<file path="config.mk">
export PLATFORM = sky130hd
export DESIGN_NAME = is_uart_sync_filt
export DESIGN_NICKNAME = d
export VERILOG_FILES = /design/src/rtl/is_uart_pkg.sv /design/src/rtl/is_uart_sync_ch.sv /design/src/rtl/is_uart_sync_filt.sv
export SDC_FILE = /design/constraint.sdc
export NUM_CORES = 1
export LEC_CHECK = 0
export ABC_AREA = 1
export CAP_MARGIN = 20
export CORE_AREA = 2 2 39 41
export DETAILED_ROUTE_END_ITERATION = 12
export DIE_AREA = 0 0 41 43
export GPL_ROUTABILITY_DRIVEN = 0
export SYNTH_ARGS = -nofsm -noshare
export SYNTH_HDL_FRONTEND = slang
export SYNTH_HIERARCHICAL = 1
export SYNTH_SLANG_ARGS = --single-unit
export TNS_END_PERCENT = 30
</file>
<file path="constraint.sdc">
create_clock -name clk_i -period 1.25 [get_ports clk_i]
set_clock_uncertainty 0.05 [all_clocks]
set_input_delay 0.3125 -clock clk_i [delete_from_list [all_inputs] [get_ports clk_i]]
set_output_delay 0.3125 -clock clk_i [all_outputs]
set_load 0.05 [all_outputs]
</file>
<file path="src/rtl/is_uart_pkg.sv">
// Shared constants for the UART input conditioner: synchroniser depth floor,
// line idle level and the filter counter width helper.
package is_uart_pkg;

  localparam int   IS_SYNC_MIN_STAGES = 2;
  localparam logic IS_UART_IDLE       = 1'b1;

  // Counter must hold 0..FILT_LEN-1; one bit minimum keeps FILT_LEN=1 legal.
  function automatic int is_cnt_width(input int filt_len);
    int w;
    w = $clog2(filt_len + 1);
    if (w < 1) begin
      w = 1;
    end else begin
      w = w;
    end
    return w;
  endfunction

endpackage

</file>
<file path="src/rtl/is_uart_sync_ch.sv">
// One channel: metastability chain, consecutive-sample glitch filter and
// optional edge strobes (built only when IS_UART_SYNC_EDGE_DET_EN is defined).
module is_uart_sync_ch
  import is_uart_pkg::*;
#(
  parameter int   SYNC_STAGES = 2,
  parameter int   FILT_LEN    = 4,
  parameter logic RST_VAL     = IS_UART_IDLE
) (
  input  logic clk_i,
  input  logic rst_i,
  input  logic in_i,
  output logic out_o,
  output logic rise_o,
  output logic fall_o
);

  localparam int CW = is_cnt_width(FILT_LEN);
  localparam logic [CW-1:0] CNT_ZERO = {CW{1'b0}};
  localparam logic [CW-1:0] CNT_ONE  = CW'(1);
  localparam logic [CW-1:0] CNT_LAST = CW'(FILT_LEN - 1);

  logic [SYNC_STAGES-1:0] sync_q, sync_d;
  logic [CW-1:0]          cnt_q, cnt_d;
  logic                   out_q, out_d;
  logic                   s_s;

  // Shift chain; only the last stage is allowed to reach the filter.
  always_comb begin
    sync_d = {sync_q[SYNC_STAGES-2:0], in_i};
    s_s    = sync_q[SYNC_STAGES-1];
  end

  // Output only follows s after FILT_LEN consecutive disagreeing samples.
  always_comb begin
    cnt_d = cnt_q;
    out_d = out_q;
    if (s_s == out_q) begin
      cnt_d = CNT_ZERO;
    end else if (cnt_q == CNT_LAST) begin
      out_d = s_s;
      cnt_d = CNT_ZERO;
    end else begin
      cnt_d = cnt_q + CNT_ONE;
    end
  end

  // Sync chain, filter counter and filtered level.
  always_ff @(posedge clk_i or negedge rst_i) begin
    if (!rst_i) begin
      sync_q <= {SYNC_STAGES{RST_VAL}};
      cnt_q  <= CNT_ZERO;
      out_q  <= RST_VAL;
    end else begin
      sync_q <= sync_d;
      cnt_q  <= cnt_d;
      out_q  <= out_d;
    end
  end

  assign out_o = out_q;

`ifdef IS_UART_SYNC_EDGE_DET_EN
  logic rise_q, rise_d;
  logic fall_q, fall_d;

  // Strobes derive from the registered level change, so they land with it.
  always_comb begin
    rise_d = out_d & ~out_q;
    fall_d = ~out_d & out_q;
  end

  // Reset clears strobes; a reset-forced level change never raises one.
  always_ff @(posedge clk_i or negedge rst_i) begin
    if (!rst_i) begin
      rise_q <= 1'b0;
      fall_q <= 1'b0;
    end else begin
      rise_q <= rise_d;
      fall_q <= fall_d;
    end
  end

  assign rise_o = rise_q;
  assign fall_o = fall_q;
`else
  assign rise_o = 1'b0;
  assign fall_o = 1'b0;
`endif

endmodule

</file>
<file path="src/rtl/is_uart_sync_filt.sv">
// Multi-channel synchroniser + glitch filter for asynchronous serial pads.
// Edge strobes exist only when IS_UART_SYNC_EDGE_DET_EN is defined.
module is_uart_sync_filt
  import is_uart_pkg::*;
#(
  parameter int   CH_NUM      = 1,
  parameter int   SYNC_STAGES = 2,
  parameter int   FILT_LEN    = 4,
  parameter logic RST_VAL     = IS_UART_IDLE
) (
  input  logic              clk_i,
  input  logic              rst_i,
  input  logic [CH_NUM-1:0] in_i,
  output logic [CH_NUM-1:0] out_o,
  output logic [CH_NUM-1:0] rise_o,
  output logic [CH_NUM-1:0] fall_o
);

  if (SYNC_STAGES < IS_SYNC_MIN_STAGES) begin : g_bad_sync
    $error("is_uart_sync_filt: SYNC_STAGES=%0d below minimum %0d",
           SYNC_STAGES, IS_SYNC_MIN_STAGES);
  end

  if (FILT_LEN < 1) begin : g_bad_filt
    $error("is_uart_sync_filt: FILT_LEN=%0d must be >= 1", FILT_LEN);
  end

  for (genvar g = 0; g < CH_NUM; g++) begin : g_ch
    is_uart_sync_ch #(
      .SYNC_STAGES (SYNC_STAGES),
      .FILT_LEN    (FILT_LEN),
      .RST_VAL     (RST_VAL)
    ) u_ch (
      .clk_i  (clk_i),
      .rst_i  (rst_i),
      .in_i   (in_i[g]),
      .out_o  (out_o[g]),
      .rise_o (rise_o[g]),
      .fall_o (fall_o[g])
    );
  end

endmodule
</file>
==> results.yml, run 1 <==
outcome:
  status: "finished with violations"
  violations: "negative setup slack"
worst_setup_path:
  cp_max_fo: 2
  path_class: "reg2out"
  cp.arrival_ps: 920
  r2r_slack_ps: 190
  crit_family: "flip-flops"
  crit_chain: "buf_12"
  cp.buffers_inverters: 1
  rr_startpoint: "g_ch[0].u_ch/out_o$_DFFE_PN1P_"
  critPathLaunch: "g_ch[0].u_ch/out_o$_DFFE_PN1P_"
  critical_path_required_ps: 890
  start_kind: "register"
  slowest_stage: "dfstp_2"
  endpoint_kind: "output port"
  cpPeakStageDelay_ps: 550
clocking:
  ctsResizeCount: 0
  cts.sinks: 6
  cts_root_buf: "clkbuf_4"
  numCtsBuffers: 3
  cts_buffer_depth: 2
  h-tree-depth: 1
  clk_pin_slew_ps: 50
  cts_tree: "done"
  clk_latency_ps: 240
placed_design:
  place_area_sq_um: 310
  pre_cts_slack_ps: 194
  place_hpwl_microns: 304
  port_buffers: 3
route:
  drt_first_pass_iters: 4
  drc: 0
  routed-via-count: 174
  avgRoutedWirePerCell_microns: 7.51
  ant_nets: 0
  vias_per_cell: 3.41
  drt-initial-drc-count: 3
  routed_wl_microns: 383
sta:
  fin_crit_ps: 1280
  fin_ws_ps: -31.8
  hold-worst-slack_ps: 268
  hold_viol: 0
  finalCritPeriodShare: 1.03
  finalSetupViolations: 1
  slew_violations: 0
  rsz0062_at_grt: "yes"
  fmax_mhz: 780
floorplan:
  die_h_microns: 43
  core_sq_mm: 0.00138
  die-area_sq_mm: 0.00176
  die_x_microns: 41
  std_cell_rows: 14
  start_util: 0.189
  ios: 6
layout:
  post_route_cells_drive_above_1_share: 0.314
  diodes: 0
  area_growth_pct: 31.6
  finalNetCount: 40
  n_fill_cell: 149
  design_area_sq_um: 344
  regArea_sq_um: 154
  multi_input_area_sq_um: 77.6
grt:
  grt_pass1_wl_microns: 669
  antenna_found_initial: 0
  grt_max_degree: 7
  grt_usage: 0.0658
  overflow: 0
  grt_pass1_vias: 159
yosys:
  netlist.area_leader.share: 0.301
  synth_edf_count: 0
  synth_area_leader_cell: "dfstp_2"
  synth-seq-cells: 6
  syn_avg_cell_area_sq_um: 9.34
  synth_cells: 28
  synthTopCellsByArea: "dfstp_2 30%, dfrtp_1 29%, nand2_1 8.6%"
  ys_warn_count: 6
  synth_cell_type_count: 10
  async_flop_share: 1.00
  synth_commonest_cells: "6 x nand2_1, 5 x inv_1"
  yosysMostFrequentCell: "nand2_1"
  syn_area_sq_um: 262
  seq_area_frac_synth: 0.589
  synth_ff_type: "dfstp_2"
power:
  p_leak_nw: 0.169
  clkPwrFrac: 0.250
  switching_share: 0.336
  irDropWorstVdd_uv: 576
  p_seq_frac: 0.376
  intPower_mw: 0.501
  p_switching_mw: 0.254
  p_comb_frac: 0.374
  cellPowerDensity_mw_per_mm2: 2190
job:
  maxCapViolCount: 0
min_path:
  hp-class: "in2async"
## flip-flops by register name, summed over array words and instances (netlist names)
name              cells
g_ch.u_ch/out_o       1
g_ch.u_ch/sync_q      2
g_ch.u_ch/cnt_q       3
## placed cells by master (no fill, tap or decap)
master,Yosys,final
clkbuf_4,0,3
dfstp_2,3,3
nor2_1,3,3
conb_1,1,2
nand2_1,6,6
nand3_1,1,1
nand2_2,3,3
buf_12,0,1
buf_4,2,1
ha_1,1,1
inv_1,5,5
clkbuf_1,0,1
dfrtp_1,3,3
clkdlybuf4s50_1,0,2
## repair_timing
item	CTS	global route
buffers inserted	1	0
hold buffers	0	0
setup endpoints to repair	1	1
pin swaps	0	0
## cell families after synthesis
kind of cell               synth area share
and+or+nand+nor                       0.220
buffers and inverters                 0.129
DFF                                   0.589
adders and majority gates            0.0478
other                                0.0143
## final timing paths
path                                                     to  depth (start not counted)
hold / removal              g_ch[0].u_ch/cnt_q[2]$_DFF_PN0_                          1
hold reg to reg            g_ch[0].u_ch/sync_q[1]$_DFF_PN1_                          0
max in group asynchronous  g_ch[0].u_ch/sync_q[0]$_DFF_PN1_                          1
min in group clk_i         g_ch[0].u_ch/sync_q[1]$_DFF_PN1_                          0
setup / recovery                                      out_o                          1
setup reg to reg            g_ch[0].u_ch/cnt_q[1]$_DFF_PN0_                          5
## power by group through the flow
| stage | logic (mW) | clock network, mW | registers [mW] |
|---|---|---|---|
| global placement | 0.251 | 0 | 0.287 |
| CTS | 0.285 | 0.204 | 0.284 |
| finish | 0.282 | 0.189 | 0.283 |
| global route | 0.305 | 0.218 | 0.287 |
| floorplan | 0.124 | 0 | 0.329 |
| detailed placement | 0.257 | 0 | 0.293 |
## metrics by stage
| step | power (mW) | setup TNS [ps] | util | cells |
|---|---|---|---|---|
| floorplan | 0.453 | 0 | - | 29 |
| global placement | 0.538 | 0 | 0.224 | 46 |
| detailed placement | 0.551 | 0 | 0.224 | 46 |
| CTS | 0.773 | -45.7 | 0.249 | 51 |
| global route | 0.810 | -65.1 | 0.249 | 51 |
| finish | 0.754 | -31.8 | 0.249 | 51 |
## per-layer routing
metal / global-route usage / vias up / part of all wire
met2: 0.0781 / 4 / 0.49
met5: 0 / - / 0
li1: - / 91 / -
met4: 0.0800 / 0 / 0
met1: 0.0726 / 79 / 0.45
met3: 0.0314 / 0 / 0.057
## cell type report
cell class	instances	area share
clock buffer	4	0.0764
tap	16	0.0582
inverter	5	0.0545
timing repair buffer	4	0.138
multi-input combinational	16	0.225
sequential	6	0.447
(Power assumes the default switching activity.)
==> run 2, diff against run 1 <==
Settings changed: CTS_CLUSTER_DIAMETER set to 100.
==> results of run 2 <==
Same layout as run 1: the final DEF is identical, and so are final timing and power.
